## src/rtl/axicb_pkg.sv

```systemverilog
// -----------------------------------------------------------------------------
// axicb_pkg
// Shared helpers for the crossbar master buffering path.
//   axicb_pow2_depth(n) : FIFO depth rounded up to a power of two, minimum 2
//   axicb_cnt_w(n)      : bit width of a counter able to hold 0..n
// Related build option: AXICB_MST_OSTD_LIMIT_EN (consumed by axicb_mst_buff).
// -----------------------------------------------------------------------------
package axicb_pkg;

    function automatic int unsigned axicb_pow2_depth(input int unsigned n);
        int unsigned d;
        d = 2;
        for (int unsigned i = 0; i < 32; i++) begin
            if (d < n) begin
                d = d << 1;
            end
        end
        return d;
    endfunction

    function automatic int unsigned axicb_cnt_w(input int unsigned n);
        return $clog2(n + 1);
    endfunction

endpackage

```

## src/rtl/axicb_scfifo.sv

```systemverilog
// -----------------------------------------------------------------------------
// axicb_scfifo
// Single-clock first-word-fall-through FIFO.
// Parameters: DSIZE (entry width), DEPTH (power of two, >= 2).
// Ports:
//   aclk, aresetn (async, active-low), srst (sync, active-high)
//   push/wdata/full  : write side, push ignored while full
//   pop/rdata/empty  : read side, rdata valid whenever empty is low
// full and empty both read high while any reset is applied, so the
// surrounding handshakes show ready=0 and valid=0 during reset.
// -----------------------------------------------------------------------------
module axicb_scfifo
    import axicb_pkg::*;
#(
    parameter int DSIZE = 8,
    parameter int DEPTH = 4
)(
    input  logic             aclk,
    input  logic             aresetn,
    input  logic             srst,
    input  logic             push,
    input  logic [DSIZE-1:0] wdata,
    output logic             full,
    input  logic             pop,
    output logic [DSIZE-1:0] rdata,
    output logic             empty
);

    localparam int AW = $clog2(DEPTH);

    logic [AW:0]      r_wr_ptr;
    logic [AW:0]      r_rd_ptr;
    logic [DSIZE-1:0] r_mem [DEPTH];

    logic w_in_rst;
    logic w_push;
    logic w_pop;

    assign w_in_rst = ~aresetn | srst;

    // Extra pointer MSB distinguishes full from empty when addresses match.
    assign full  = w_in_rst |
                   ((r_wr_ptr[AW-1:0] == r_rd_ptr[AW-1:0]) &&
                    (r_wr_ptr[AW] != r_rd_ptr[AW]));
    assign empty = w_in_rst | (r_wr_ptr == r_rd_ptr);

    assign w_push = push & ~full;
    assign w_pop  = pop & ~empty;

    always_ff @(posedge aclk or negedge aresetn) begin
        if (!aresetn) begin
            r_wr_ptr <= '0;
            r_rd_ptr <= '0;
        end else if (srst) begin
            r_wr_ptr <= '0;
            r_rd_ptr <= '0;
        end else begin
            if (w_push) begin
                r_wr_ptr <= r_wr_ptr + (AW+1)'(1);
            end
            if (w_pop) begin
                r_rd_ptr <= r_rd_ptr + (AW+1)'(1);
            end
        end
    end

    always_ff @(posedge aclk) begin
        if (w_push) begin
            r_mem[r_wr_ptr[AW-1:0]] <= wdata;
        end
    end

    assign rdata = r_mem[r_rd_ptr[AW-1:0]];

endmodule

```

## src/rtl/axicb_mst_buff.sv

```systemverilog
// -----------------------------------------------------------------------------
// axicb_mst_buff
// Buffering stage between an external AXI master (i_*) and the crossbar
// switch (o_*). Each of the five packed channels passes through its own FWFT
// FIFO; W and R carry {last, ch}.
// Ports:
//   aclk, aresetn (async, active-low), srst (sync, active-high)
//   i_aw*/i_w*/i_ar* in, i_b*/i_r* out : master side
//   o_aw*/o_w*/o_ar* out, o_b*/o_r* in : switch side
// Build option AXICB_MST_OSTD_LIMIT_EN: when defined, write/read outstanding
// counters cap address acceptance at MST_OSTDREQ_NUM per direction; when
// undefined the counters do not exist and address readies follow FIFO full.
// -----------------------------------------------------------------------------
module axicb_mst_buff
    import axicb_pkg::*;
#(
    parameter int AWCH_W           = 8,
    parameter int WCH_W            = 8,
    parameter int BCH_W            = 8,
    parameter int ARCH_W           = 8,
    parameter int RCH_W            = 8,
    parameter int MST_OSTDREQ_NUM  = 4,
    parameter int MST_OSTDREQ_SIZE = 1
)(
    input  logic              aclk,
    input  logic              aresetn,
    input  logic              srst,
    input  logic              i_awvalid,
    output logic              i_awready,
    input  logic [AWCH_W-1:0] i_awch,
    input  logic              i_wvalid,
    output logic              i_wready,
    input  logic              i_wlast,
    input  logic [WCH_W-1:0]  i_wch,
    output logic              i_bvalid,
    input  logic              i_bready,
    output logic [BCH_W-1:0]  i_bch,
    input  logic              i_arvalid,
    output logic              i_arready,
    input  logic [ARCH_W-1:0] i_arch,
    output logic              i_rvalid,
    input  logic              i_rready,
    output logic              i_rlast,
    output logic [RCH_W-1:0]  i_rch,
    output logic              o_awvalid,
    input  logic              o_awready,
    output logic [AWCH_W-1:0] o_awch,
    output logic              o_wvalid,
    input  logic              o_wready,
    output logic              o_wlast,
    output logic [WCH_W-1:0]  o_wch,
    input  logic              o_bvalid,
    output logic              o_bready,
    input  logic [BCH_W-1:0]  o_bch,
    output logic              o_arvalid,
    input  logic              o_arready,
    output logic [ARCH_W-1:0] o_arch,
    input  logic              o_rvalid,
    output logic              o_rready,
    input  logic              o_rlast,
    input  logic [RCH_W-1:0]  o_rch
);

    localparam int REQ_DEPTH  = int'(axicb_pow2_depth(MST_OSTDREQ_NUM));
    localparam int DATA_DEPTH = int'(axicb_pow2_depth(MST_OSTDREQ_NUM * MST_OSTDREQ_SIZE));

    logic w_aw_full, w_aw_empty;
    logic w_w_full,  w_w_empty;
    logic w_b_full,  w_b_empty;
    logic w_ar_full, w_ar_empty;
    logic w_r_full,  w_r_empty;

    logic [WCH_W:0] w_w_rdata;
    logic [RCH_W:0] w_r_rdata;

    assign i_wready  = ~w_w_full;
    assign o_bready  = ~w_b_full;
    assign o_rready  = ~w_r_full;

    assign o_awvalid = ~w_aw_empty;
    assign o_wvalid  = ~w_w_empty;
    assign i_bvalid  = ~w_b_empty;
    assign o_arvalid = ~w_ar_empty;
    assign i_rvalid  = ~w_r_empty;

    assign {o_wlast, o_wch} = w_w_rdata;
    assign {i_rlast, i_rch} = w_r_rdata;

`ifdef AXICB_MST_OSTD_LIMIT_EN
    localparam int CNT_W = int'(axicb_cnt_w(MST_OSTDREQ_NUM));
    localparam logic [CNT_W-1:0] OSTD_MAX = CNT_W'(MST_OSTDREQ_NUM);

    logic [CNT_W-1:0] r_wr_ostd;
    logic [CNT_W-1:0] r_rd_ostd;
    logic w_wr_inc, w_wr_dec, w_rd_inc, w_rd_dec;

    assign i_awready = ~w_aw_full & (r_wr_ostd != OSTD_MAX);
    assign i_arready = ~w_ar_full & (r_rd_ostd != OSTD_MAX);

    assign w_wr_inc = i_awvalid & i_awready;
    assign w_wr_dec = i_bvalid & i_bready;
    assign w_rd_inc = i_arvalid & i_arready;
    assign w_rd_dec = i_rvalid & i_rready & i_rlast;

    // Decrement at zero is a protocol error: hold at zero instead of wrapping.
    always_ff @(posedge aclk or negedge aresetn) begin
        if (!aresetn) begin
            r_wr_ostd <= '0;
            r_rd_ostd <= '0;
        end else if (srst) begin
            r_wr_ostd <= '0;
            r_rd_ostd <= '0;
        end else begin
            if (w_wr_inc && !w_wr_dec) begin
                r_wr_ostd <= r_wr_ostd + CNT_W'(1);
            end else if (!w_wr_inc && w_wr_dec && (r_wr_ostd != '0)) begin
                r_wr_ostd <= r_wr_ostd - CNT_W'(1);
            end
            if (w_rd_inc && !w_rd_dec) begin
                r_rd_ostd <= r_rd_ostd + CNT_W'(1);
            end else if (!w_rd_inc && w_rd_dec && (r_rd_ostd != '0)) begin
                r_rd_ostd <= r_rd_ostd - CNT_W'(1);
            end
        end
    end

    a_wr_ostd_underflow: assert property (@(posedge aclk) disable iff (!aresetn || srst)
        !(w_wr_dec && (r_wr_ostd == '0)));
    a_rd_ostd_underflow: assert property (@(posedge aclk) disable iff (!aresetn || srst)
        !(w_rd_dec && (r_rd_ostd == '0)));
`else
    assign i_awready = ~w_aw_full;
    assign i_arready = ~w_ar_full;
`endif

    axicb_scfifo #(.DSIZE(AWCH_W), .DEPTH(REQ_DEPTH)) u_aw_fifo (
        .aclk(aclk), .aresetn(aresetn), .srst(srst),
        .push(i_awvalid & i_awready), .wdata(i_awch), .full(w_aw_full),
        .pop(o_awready), .rdata(o_awch), .empty(w_aw_empty)
    );

    axicb_scfifo #(.DSIZE(WCH_W + 1), .DEPTH(DATA_DEPTH)) u_w_fifo (
        .aclk(aclk), .aresetn(aresetn), .srst(srst),
        .push(i_wvalid & i_wready), .wdata({i_wlast, i_wch}), .full(w_w_full),
        .pop(o_wready), .rdata(w_w_rdata), .empty(w_w_empty)
    );

    axicb_scfifo #(.DSIZE(BCH_W), .DEPTH(REQ_DEPTH)) u_b_fifo (
        .aclk(aclk), .aresetn(aresetn), .srst(srst),
        .push(o_bvalid & o_bready), .wdata(o_bch), .full(w_b_full),
        .pop(i_bready), .rdata(i_bch), .empty(w_b_empty)
    );

    axicb_scfifo #(.DSIZE(ARCH_W), .DEPTH(REQ_DEPTH)) u_ar_fifo (
        .aclk(aclk), .aresetn(aresetn), .srst(srst),
        .push(i_arvalid & i_arready), .wdata(i_arch), .full(w_ar_full),
        .pop(o_arready), .rdata(o_arch), .empty(w_ar_empty)
    );

    axicb_scfifo #(.DSIZE(RCH_W + 1), .DEPTH(DATA_DEPTH)) u_r_fifo (
        .aclk(aclk), .aresetn(aresetn), .srst(srst),
        .push(o_rvalid & o_rready), .wdata({o_rlast, o_rch}), .full(w_r_full),
        .pop(i_rready), .rdata(w_r_rdata), .empty(w_r_empty)
    );

endmodule

```

## config.mk

```make
export PLATFORM = sky130hd
export DESIGN_NAME = axicb_mst_buff
export DESIGN_NICKNAME = d
export VERILOG_FILES = /design/src/rtl/axicb_pkg.sv /design/src/rtl/axicb_scfifo.sv /design/src/rtl/axicb_mst_buff.sv
export SDC_FILE = /design/constraint.sdc
export NUM_CORES = 1
export LEC_CHECK = 0
export CORE_UTILIZATION = 37
export DETAILED_ROUTE_END_ITERATION = 10
export GPL_TIMING_DRIVEN = 1
export SLEW_MARGIN = 0
export SYNTH_ARGS = -nofsm -noshare
export SYNTH_HDL_FRONTEND = slang
export SYNTH_SLANG_ARGS = --single-unit
```

## constraint.sdc

```tcl
create_clock -name aclk -period 1.6 [get_ports aclk]
set_input_delay 0.32 -clock aclk [delete_from_list [all_inputs] [get_ports aclk]]
set_output_delay 0.32 -clock aclk [all_outputs]
set_load 0.1 [all_outputs]
```

Word level (Yosys, flattened, before mapping)
Memory sizes are Yosys's and may differ from the RTL's.
Index checks and enable logic that the tools add are counted.
{"block": "totals", "reg_bits": 30, "latch_bits": 0, "mem_bits_rw": 168, "romBits": 0, "inputBits": 55, "out_inout_bits": 52, "n_memories": 5}
{"name": "u_r_fifo.r_mem", "depth": 4, "width": 9, "rd": 1, "rd_clocked_by_memory_dff": 0, "wr": 1, "line_no": "axicb_scfifo.sv:33", "text": "logic [DSIZE-1:0] r_mem [DEPTH];"}
{"name": "u_w_fifo.r_mem", "depth": 4, "width": 9, "rd": 1, "rd_clocked_by_memory_dff": 0, "wr": 1, "line_no": "axicb_scfifo.sv:33"}
{"name": "u_ar_fifo.r_mem", "depth": 4, "width": 8, "rd": 1, "rd_clocked_by_memory_dff": 0, "wr": 1, "line_no": "axicb_scfifo.sv:33"}
{"name": "u_aw_fifo.r_mem", "depth": 4, "width": 8, "rd": 1, "rd_clocked_by_memory_dff": 0, "wr": 1, "line_no": "axicb_scfifo.sv:33"}
{"name": "u_b_fifo.r_mem", "depth": 4, "width": 8, "rd": 1, "rd_clocked_by_memory_dff": 0, "wr": 1, "line_no": "axicb_scfifo.sv:33"}
{"block": "classes", "addsub": 10, "multipliers": 0, "div_mod_pow": 0, "n_lt_le_gt_ge": 0, "eq_ne": 15, "n_shift": 0, "muxes": 30, "bitwise_logic": 37, "n_reduce_logical": 15}
{"cell": "$mux W3", "n": 20}
{"cell": "$add A3 B1 Y3 const B", "n": 10}
{"cell": "$reduce_bool A2 Y1", "n": 10}
{"cell": "$and A1 B1 Y1", "n": 15}
{"cell": "$eq A3 B3 Y1", "n": 5}
{"cell": "$not A1 Y1", "n": 11}
{"cell": "$or A1 B1 Y1", "n": 11}
{"cell": "$eq A2 B2 Y1", "n": 5}
{"cell": "$mux W1", "n": 10}
{"cell": "$logic_and A1 B1 Y1", "n": 5}
{"cell": "$ne A1 B1 Y1", "n": 5}

Longest topological paths before layout
Gate-level depths: netlist of run 1.
{"block": "depth", "ltp_word": 8, "ltp_mapped": 5, "mapped_depth_nobuf": 4}

Cells and area by module
From an unflattened synthesis of run 1, not the netlist that was laid out.
{"block": "unflattened", "hier_cells": 514, "hier_area_um2": 8943.6}
{"module": "axicb_scfifo (u_r_fifo ...)", "instances": 2, "cells_per_inst": 100, "area_each_um2": 1840.5}
{"module": "axicb_scfifo (u_ar_fifo)", "instances": 1, "cells_per_inst": 109, "area_each_um2": 1770.4}
{"module": "axicb_scfifo (u_aw_fifo)", "instances": 1, "cells_per_inst": 95, "area_each_um2": 1721.7}
{"module": "axicb_scfifo (u_b_fifo)", "instances": 1, "cells_per_inst": 95, "area_each_um2": 1701.6}
{"module": "axicb_mst_buff", "instances": 1, "cells_per_inst": 15, "area_each_um2": 68.8}

Worst setup path after synthesis of run 1
OpenSTA, ideal clock, no wires.
{"block": "synth_timing", "path_type": "flip-flop to output port", "startpoint": "register u_b_fifo.r_rd_ptr[1]", "endpoint": "output port o_bready", "t_arrival_ps": 2381, "required_time_ps": 1280, "slack_ps": -1101, "path_stages_with_launch": 4, "cell_sequence": "dfrtp_1 buf_6 xnor2_4 a31oi_1"}
{"block": "synth_between", "elab_chain_cells": 4}
{"item": "from (decl)", "line_no": "axicb_scfifo.sv:32", "text": "logic [AW:0] r_rd_ptr;"}
{"item": "from (signal assigned)", "line_no": "axicb_scfifo.sv:62", "text": "r_rd_ptr <= r_rd_ptr + (AW+1)'(1);"}
{"item": "$eq A2 B2 Y1", "line_no": "axicb_scfifo.sv:43", "text": "((r_wr_ptr[AW-1:0] == r_rd_ptr[AW-1:0]) &&"}
{"item": "$logic_and A1 B1 Y1", "line_no": "axicb_scfifo.sv:43"}
{"item": "$or A1 B1 Y1", "line_no": "axicb_scfifo.sv:42", "text": "assign full = w_in_rst |"}
{"item": "$not A1 Y1", "line_no": "axicb_mst_buff.sv:77", "text": "assign o_bready = ~w_b_full;"}
{"item": "to (decl)", "line_no": "axicb_mst_buff.sv:53", "text": "output logic o_bready,"}
No other way between the ends.

Worst setup path after layout of run 1
{"block": "layout_timing", "startpoint": "register u_w_fifo.r_rd_ptr[0]", "endpoint": "output port o_wch[3]"}
{"block": "layout_between", "elab_chain_cells": 1}
{"item": "from (decl)", "line_no": "axicb_scfifo.sv:32"}
{"item": "from (signal assigned)", "line_no": "axicb_scfifo.sv:62"}
{"item": "$mem_v2 Z4 W9"}
{"item": "to (decl)", "line_no": "axicb_mst_buff.sv:51", "text": "output logic [WCH_W-1:0] o_wch,"}
No other way between the ends.

==> flow_summary.ini, run 1 <==
[sta]
final.min_clock_period_ps = 2110
rsz0062_at_grt = true
setup_violations = 63
part_of_the_cycle_the_worst_path_needs_pct = 132
fmax_ghz = 0.474
tightestPinTransition_ps = 616
slew_headroom_pct = 58.8
final_hold_viol_count = 0
postLayoutSetupSlackWorst_ps = -511
maxSlewViolCount = 0
fin_skew_ps = 12.6

[routing]
vias = 5102
detail_route.iter0.violations = 192
drt_pre_antenna_iters = 4
antenna_violating_nets_post_route = 0
drt_wl_cell_um = 18.3
wl_um = 18900
drcViolationCount = 0
vias_per_cell = 4.94

[placed_design]
last_weighted_congestion_value_of_the_routability_driven_placer = 0.725
post-place-ws_ps = -233
post-place-cells = 972
detailedPlacementHpwl_um = 12500
port_buffers = 106

[final_layout]
num-nets-final = 780
area.growth.synth_to_final_pct = 44.9
fillers = 1833
final-instance-count-excl-fill = 1033
drive_gt1_share_pct = 45.3

[global_route]
grt_usage_pct = 16.2
number_of_antenna_violations_at_the_first_check_in_global_routing = 1
overall_overflow_remaining_after_global_route = 0
first_global_vias = 5617
wire_length_of_the_first_global_routing_pass_um = 29900
grt_max_degree = 41

[critical_path]
timing.critical_path.fanout_max = 7
worstSetupStartpoint = u_w_fifo.r_rd_ptr[0]
critical_path_capture_point_type = output pin
crit_required_ps = 1280
launching_point_of_the_worst_reg2reg_path = u_w_fifo.r_rd_ptr[0]
arrival_time_reported_for_the_critical_path_endpoint_ps = 1790
worstSetupStartpointType = flip-flop
criticalPathCategory = reg2out

[run]
cap_violations = 0

[cts]
root_buffer = clkbuf_16
clk-insertion-delay-late_ps = 430
clock_tree_from_tritoncts = built
clk_pin_slew_worst_paths_ps = 80
ctsLongestPathBuffers = 2
clock_tree.htree_level_count = 4
tritoncts.num_buffers = 17
cts.sinks = 198

[die]
effective_utilization_at_floorplan_pct = 37.6
chipHeight_um = 156
die_width_um = 156
floorplan.die_area_um2 = 24400
top_level_ports = 107
floorplan.rows = 56
area_of_the_placeable_core_um2 = 23400

[pwr]
largest_voltage_drop_on_the_vdd_net_uv = 778
total_leakage_power_uw = 0.00445
seq_power_share_pct = 45.5
internal-power_uw = 9000
sw_frac_of_total_pct = 29.0
net-switching-power_uw = 3680
power_uw = 12700
power.density_cell_area_nw_per_um2 = 993
clockPowerShare_pct = 32.7
power.share.combinational_pct = 21.8

[synth]
syn_area_um2 = 8810
synthesis.nets = 571
avgSynthCellArea_um2 = 17.9
seq_area_frac_synth_pct = 65.8
post_synth_inst_count = 491
synth.lib_cells_used.distinct = 34
flops_latches_synth = 198
yosys_warnings = 0

[status]
failed_checks = negative setup slack
status = complete, but fails checks

[worst_hold_path]
hold_start = srst
min_path_type = in2reg
-- synthesized netlist by cell type --
library cell,count,area [um2]
a311o_1,6,60.1
a31oi_1,13,81.3
a31oi_2,9,113
a31oi_4,1,21.3
and3_1,2,12.5
and4_1,20,175
buf_2,10,50.1
buf_4,3,22.5
buf_6,3,33.8
clkbuf_1,6,22.5
dfrtp_1,30,751
edfxtp_1,168,5040
ha_1,25,313
inv_1,15,56.3
mux2_1,9,101
mux2_2,3,33.8
mux2_4,3,45.0
mux2i_1,10,100
mux4_2,42,946
nand2_1,10,37.5
nand2b_1,21,131
nand3_1,13,65.1
nand4_1,2,12.5
nand4b_1,3,26.3
nor2_1,22,82.6
nor2b_1,13,81.3
o211ai_1,2,15.0
o21ai_0,2,10.0
o311ai_1,3,26.3
or4_1,2,15.0
xnor2_1,5,43.8
xnor2_2,7,114
xnor2_4,3,82.6
xor2_2,5,81.3
-- state kept, by name (all words and copies together) (netlist names) --
register,cells
u_b_fifo.r_mem,32
u_b_fifo.r_wr_ptr,3
u_w_fifo.r_wr_ptr,3
u_r_fifo.r_mem,36
u_aw_fifo.r_rd_ptr,3
u_w_fifo.r_mem,36
u_r_fifo.r_wr_ptr,3
u_aw_fifo.r_wr_ptr,3
u_ar_fifo.r_wr_ptr,3
u_ar_fifo.r_mem,32
u_ar_fifo.r_rd_ptr,3
u_r_fifo.r_rd_ptr,3
u_w_fifo.r_rd_ptr,3
u_aw_fifo.r_mem,32
u_b_fifo.r_rd_ptr,3
-- layout make-up --
class	instances	area (um2)	area share (%)
multi-input cells	257	3340	26.1
clock inverters	14	136	1.07
clock buffers	18	429	3.36
flip-flops and latches	198	5810	45.5
well taps	319	399	3.13
inverters	15	56.3	0.441
diodes	1	2.50	0.0196
repair buffers	211	2600	20.3
-- per-stage QoR --
stage               area [um2]  hold slack (ps)  TNS (ps)  util, %
CTS                      12500              474    -25270     53.4
global route             12800              515    -27940     54.5
finish                   12800              494    -24220     54.5
detailed placement       11500              431    -26730     49.1
floorplan                 9040             24.4     -5890        -
global placement         11500              442    -18920     49.1
-- per-layer routing --
| metal | global-route usage [%] | vias up | part of all wire [%] |
|---|---|---|---|
| li1 | - | 2373 | - |
| met1 | 19.5 | 2616 | 41 |
| met2 | 29.3 | 93 | 54 |
| met3 | 2.41 | 20 | 2.8 |
| met4 | 6.21 | 0 | 2.1 |
| met5 | 0 | - | 0 |
-- repair_timing --
item	in CTS	in global routing
setup endpoints to repair	216	209
pin swaps	23	17
hold buffers	4	0
endpoints found under the hold margin	27	0
setup buffers	19	5
gates cloned	0	1
gates resized for setup	72	53
-- path summary, 6_finish.rpt --
check,to,slack (ps),cells after the start
worst max-delay path,o_wch[3],-510,3
worst min-delay path,u_aw_fifo.r_rd_ptr[2],490,4
worst max register to register,u_w_fifo.r_rd_ptr[0],-130,7
worst min register to register,u_w_fifo.r_wr_ptr[1],630,2
max in group asynchronous,u_b_fifo.r_rd_ptr[0],410,4
min in group asynchronous,u_r_fifo.r_rd_ptr[2],610,4
-- power groups by stage --
stage	Clock, uW	Sequential [uW]	Combinational, uW
finish	4150	5770	2760
detailed placement	0	5890	2440
CTS	4260	5770	2670
global placement	0	5880	2400
global route	4440	5780	2890
floorplan	0	5880	1420
-- critical path, stage by stage, from the launching register on --
cell,delay [ps]
dfrtp_2,460
buf_12,160
mux4_2,550
buf_12,190
-- cell usage in the layout, fill, tap and decap left out, drive strengths merged, types with 3 or more instances in the layout --
cell and n:
nor2b 13, nand2b 21, buf 155, mux2i 10
ha 25, o311ai 3, nand2 10, xnor2 15
and4 21, dfrtp 30, nand3 13, a311o 6
xor2 5, nand4b 3, edfxtp 168, inv 23
mux2 15, dlygate4sd3 4, mux4 42, clkinv 5
nor2 22, clkbuf 18, a31oi 23, clkdlybuf4s50 52
-- kinds of logic after synthesis --
group	share of synthesized area [%]
muxes	13.9
AOI/OAI and AO/OA	3.71
xor gates and xnor gates	3.65
adders and majority gates	3.55
buffers and inverters	2.10
and+or+nand+nor	7.26
DFF	65.8
(Power assumes the default switching activity.)
==> run 2, diff against run 1 <==
==> constraint.sdc (replaced) <==
create_clock -name aclk -period 1.7 [get_ports aclk]
set_input_delay 0.34 -clock aclk [delete_from_list [all_inputs] [get_ports aclk]]
set_output_delay 0.34 -clock aclk [all_outputs]
set_load 0.02 [all_outputs]
==> flow_summary.ini, run 2 (synthesis gave the netlist of run 1 again) <==
[placed_design]
last_weighted_congestion_value_of_the_routability_driven_placer = 0.713
detailedPlacementHpwl_um = 12000
port_buffers = 106
placed_cell_area_um2 = 10900

[cts]
clock_tree.htree_level_count = 4
tritoncts.num_buffers = 17
clk_pin_slew_worst_paths_ps = 80
root_buffer = clkbuf_16
cts.sinks = 198
clk-insertion-delay-late_ps = 440
ctsLongestPathBuffers = 2
clock_tree_from_tritoncts = built

[critical_path]
cp_num_cells = 3
worstRegToRegCells = 6
path_buf_inv = 2
worstSetupStartpointType = flip-flop
critical_path.max_stage_delay_ps = 510
cpLargestDelayFamily = multiplexers
crit_required_ps = 1360
timing.critical_path.fanout_max = 4
criticalPathCategory = reg2out
critical_path.cell_chain = clkbuf_16 > mux4_2 > buf_6
arrival_time_reported_for_the_critical_path_endpoint_ps = 1700
critical_path.slowest_cell = mux4_2
critical_path_capture_point_type = output pin

[sta]
rsz0062_at_grt = true
setup_violations = 89
tightestPinTransition_ps = 491
part_of_the_cycle_the_worst_path_needs_pct = 120
maxSlewViolCount = 0
final_hold_viol_count = 0
worst_hold_slack_ps = 23.0
postLayoutSetupSlackWorst_ps = -344
final.min_clock_period_ps = 2040
fin_skew_ps = 12.5
fmax_ghz = 0.489
slew_headroom_pct = 67.3

[routing]
detail_route.iter0.violations = 198
vias = 5128
drt_pre_antenna_iters = 4
drt_wl_cell_um = 18.2
wl_um = 18800
antenna_violating_nets_post_route = 0
vias_per_cell = 4.97
drcViolationCount = 0

[pwr]
net-switching-power_uw = 2770
largest_voltage_drop_on_the_vdd_net_uv = 574
power.share.combinational_pct = 14.5
total_leakage_power_uw = 0.00424
clockPowerShare_pct = 36.9
sw_frac_of_total_pct = 24.8
power.density_cell_area_nw_per_um2 = 930
internal-power_uw = 8380
seq_power_share_pct = 48.7

[die]
top_level_ports = 107
die_width_um = 156
floorplan.rows = 56
chipHeight_um = 156
area_of_the_placeable_core_um2 = 23400
floorplan.die_area_um2 = 24400
effective_utilization_at_floorplan_pct = 37.6

[final_layout]
layout.cells.most_common_list = edfxtp_1, buf_4, clkdlybuf4s50_1
area.growth.synth_to_final_pct = 36.2
finalInstanceArea_um2 = 12000
num-nets-final = 778
drive_gt1_share_pct = 42.3
layout_commonest_cell = edfxtp_1

[worst_hold_path]
min_path_type = in2async

[global_route]
wire_length_of_the_first_global_routing_pass_um = 29100
number_of_antenna_violations_at_the_first_check_in_global_routing = 1
first_global_vias = 5415
overall_overflow_remaining_after_global_route = 0
grt_usage_pct = 16.0
grt_max_degree = 51

[run]
cap_violations = 0

[status]
failed_checks = negative setup slack
status = complete, but fails checks
run 2: layout make-up:
type | count | area (um2)
repair buffers | 205 | 1970
clock buffers | 19 | 443
multi-input cells | 261 | 3160
fillers | 1950 | 11400
flip-flops and latches | 198 | 5800
diodes | 1 | 2.50
inverters | 15 | 56.3
well taps | 319 | 399
clock inverters | 13 | 159
run 2: path summary, 6_finish.rpt:
kind                                        from                   end  slack [ps]
min reg2reg                 u_b_fifo.r_rd_ptr[2]  u_b_fifo.r_rd_ptr[2]         710
max                        u_aw_fifo.r_rd_ptr[0]             o_awch[5]        -340
min in group aclk                       o_rch[3]  u_r_fifo.r_mem[2][3]         520
min                                      aresetn  u_r_fifo.r_rd_ptr[0]          20
max reg2reg                 u_w_fifo.r_rd_ptr[0]  u_w_fifo.r_mem[3][1]         -60
max in group asynchronous                aresetn  u_b_fifo.r_rd_ptr[1]        1100
run 2: worst min-delay path: cells and delay by family:
kind     cells  cell delay, ps
buf+inv      3             550
run 2: routing by layer:
metal	up-vias	wire length (um)	track usage, %
met1	2617	7840	19.6
li1	2371	-	-
met5	-	0	0
met4	0	323	5.79
met2	115	9760	27.3
met3	25	865	4.13
run 2: through the flow:
| step | total power [uW] | util, % | setup TNS (ps) | cells | worst slack, ps |
|---|---|---|---|---|---|
| 5_1_grt | 11500 | 51.2 | -20470 | 1030 | -393 |
| 3_3_place_gp | 6860 | 46.6 | -36320 | 981 | -311 |
| 3_5_place_dp | 6900 | 46.6 | -41170 | 981 | -302 |
| 4_1_cts | 11100 | 50.3 | -16280 | 1025 | -388 |
| 6_report | 11100 | 51.2 | -15820 | 1031 | -344 |
| 2_1_floorplan | 6180 | - | 0 | 491 | 93.7 |
run 2: power groups by stage:
stage          Sequential, uW  Combinational, uW  Clock, uW
2_1_floorplan            5520                657          0
6_report                 5420               1610       4110
4_1_cts                  5420               1510       4210
3_5_place_dp             5520               1380          0
5_1_grt                  5430               1730       4390
3_3_place_gp             5510               1350          0
run 2: repair_timing:
action                     4_1_cts  5_1_grt
hold endpoints to repair        12        0
gates resized for setup        342       49
pin swaps                       15       17
gates cloned                     5        2
setup endpoints to repair      211      114
hold buffers                     1        0
setup buffers                    6        7
==> run 3, diff against run 2 <==
--- a/config.mk
+++ b/config.mk
@@ -8,7 +8,7 @@
 export CORE_UTILIZATION = 37
 export DETAILED_ROUTE_END_ITERATION = 10
 export GPL_TIMING_DRIVEN = 1
-export SLEW_MARGIN = 0
+export RECOVER_POWER = 100
 export SYNTH_ARGS = -nofsm -noshare
 export SYNTH_HDL_FRONTEND = slang
 export SYNTH_SLANG_ARGS = --single-unit
==> flow_summary.ini, run 3 (synthesis gave the netlist of run 1 again) <==
[pwr]
sw_frac_of_total_pct = 24.7
seq_power_share_pct = 48.9
clockPowerShare_pct = 37.0
power.density_cell_area_nw_per_um2 = 931
power.share.combinational_pct = 14.1
internal-power_uw = 8350
total_leakage_power_uw = 0.00424
net-switching-power_uw = 2740
largest_voltage_drop_on_the_vdd_net_uv = 563

[final_layout]
drive_gt1_share_pct = 41.4
layout_commonest_cell = edfxtp_1
num-nets-final = 778
layout.core_utilization_pct = 50.9
final-instance-count-excl-fill = 1031
layout.cells.most_common_list = edfxtp_1, buf_4, buf_6
area.growth.synth_to_final_pct = 35.3

[placed_design]
port_buffers = 106
post-place-cells = 981
detailedPlacementHpwl_um = 12000
last_weighted_congestion_value_of_the_routability_driven_placer = 0.713

[run]
cap_violations = 0

[critical_path]
worstRegToRegCells = 6
setup.worst_path.end = o_awch[5]
cp_num_cells = 3
reg2reg_to = u_w_fifo.r_rd_ptr[0]
timing.critical_path.fanout_max = 4
critical_path.max_stage_delay_ps = 500
launching_point_of_the_worst_reg2reg_path = u_w_fifo.r_rd_ptr[0]
worstSetupStartpointType = flip-flop
critical_path.slowest_cell = mux4_2
worstSetupStartpoint = u_aw_fifo.r_rd_ptr[0]
criticalPathCategory = reg2out
cpLargestDelayFamily = multiplexers
crit_required_ps = 1360
path_buf_inv = 2
arrival_time_reported_for_the_critical_path_endpoint_ps = 1690
critical_path_capture_point_type = output pin
reg2reg_slack_ps = -80
critical_path.cell_chain = clkbuf_16 > mux4_2 > buf_6

[global_route]
wire_length_of_the_first_global_routing_pass_um = 29100
first_global_vias = 5415
overall_overflow_remaining_after_global_route = 0
grt_max_degree = 51
number_of_antenna_violations_at_the_first_check_in_global_routing = 1
grt_usage_pct = 16.0

[die]
top_level_ports = 107
floorplan.rows = 56
area_of_the_placeable_core_um2 = 23400
effective_utilization_at_floorplan_pct = 37.6
die_width_um = 156
chipHeight_um = 156
floorplan.die_area_um2 = 24400

[cts]
cts.sinks = 198
root_buffer = clkbuf_16
clk_pin_slew_worst_paths_ps = 80
tritoncts.num_buffers = 17
clk-insertion-delay-late_ps = 440
clock_tree.htree_level_count = 4
clock_tree_from_tritoncts = built
ctsLongestPathBuffers = 2

[routing]
drt_pre_antenna_iters = 4
detail_route.iter0.violations = 184
vias = 5119
drcViolationCount = 0
wl_um = 18700
antenna_violating_nets_post_route = 0
vias_per_cell = 4.97
drt_wl_cell_um = 18.2

[sta]
setup_violations = 92
maxSlewViolCount = 0
slew_headroom_pct = 48.7
part_of_the_cycle_the_worst_path_needs_pct = 120
final_hold_viol_count = 0
final.min_clock_period_ps = 2030
tightestPinTransition_ps = 770
postLayoutSetupSlackWorst_ps = -335
rsz0062_at_grt = true
fmax_ghz = 0.491
fin_skew_ps = 13.8
worst_hold_slack_ps = 219

[status]
failed_checks = negative setup slack
status = complete, but fails checks

[worst_hold_path]
min_path_type = in2async
## run 3: cell types whose count changed in the layout (fill, tap and decap cells not counted), sizes merged
cell / previous run / this run
clkdlybuf4s50: 52 / 10
buf: 151 / 143
clkbuf: 20 / 28
dlygate4sd3: 1 / 43
## run 3: power by group through the flow
stage | Combinational [uW] | Sequential (uW) | Clock [uW]
2_1_floorplan | 657 | 5520 | 0
3_3_place_gp | 1350 | 5510 | 0
3_5_place_dp | 1380 | 5520 | 0
4_1_cts | 1510 | 5420 | 4210
5_1_grt | 1670 | 5430 | 4390
6_report | 1560 | 5420 | 4100
## run 3: tightest hold or removal path, stage by stage
cell	delay [ps]
clkbuf_1	110
clkbuf_4	140
clkbuf_2	590
## run 3: worst min-delay path by stage
stage | from | endpoint | slack, ps | cells after the start
final | aresetn | u_r_fifo.r_rd_ptr[0] | 220 | 3
after global routing | aresetn | u_r_fifo.r_rd_ptr[0] | 280 | 3
after CTS | aresetn | u_r_fifo.r_rd_ptr[0] | 20 | 3
after detailed placement | aresetn | u_aw_fifo.r_wr_ptr[0] | 360 | 2
after global placement | aresetn | u_aw_fifo.r_wr_ptr[0] | 350 | 2
after floorplan | aresetn | u_ar_fifo.r_rd_ptr[0] | 40 | 0
## run 3: area by class of cell
type                       instances  area [um2]
antenna                            1        2.50
clock buffer                      19         443
clock inverter                    13         159
fill                            1964       11500
inverter                          15        56.3
multi-input combinational        261        3100
sequential                       198        5800
tap                              319         399
timing repair buffer             205        1960
## run 3: metal layers
metal / share of wire, % / track usage [%] / wire [um] / vias up
li1: - / - / - / 2372
met1: 42 / 19.6 / 7850 / 2617
met2: 52 / 27.3 / 9760 / 108
met3: 4.3 / 4.13 / 801 / 22
met4: 1.6 / 5.79 / 295 / 0
met5: 0 / 0 / 0 / -
## run 3: per-stage QoR
| stage | area [um2] | worst slack [ps] | setup TNS [ps] | total power (uW) |
|---|---|---|---|---|
| floorplan | 8810 | 93.7 | 0 | 6180 |
| global placement | 10900 | -311 | -36320 | 6860 |
| detailed placement | 10900 | -302 | -41170 | 6900 |
| CTS | 11800 | -388 | -16280 | 11100 |
| global route | 11900 | -393 | -22700 | 11500 |
| finish | 11900 | -335 | -15510 | 11100 |
## run 3: what timing repair did
item / CTS / global route
gates cloned: 5 / 2
endpoints found under the setup margin: 211 / 114
hold endpoints to repair: 12 / 0
setup buffers: 6 / 7
resized for setup: 342 / 49
hold buffers: 1 / 0
pin swaps: 15 / 17
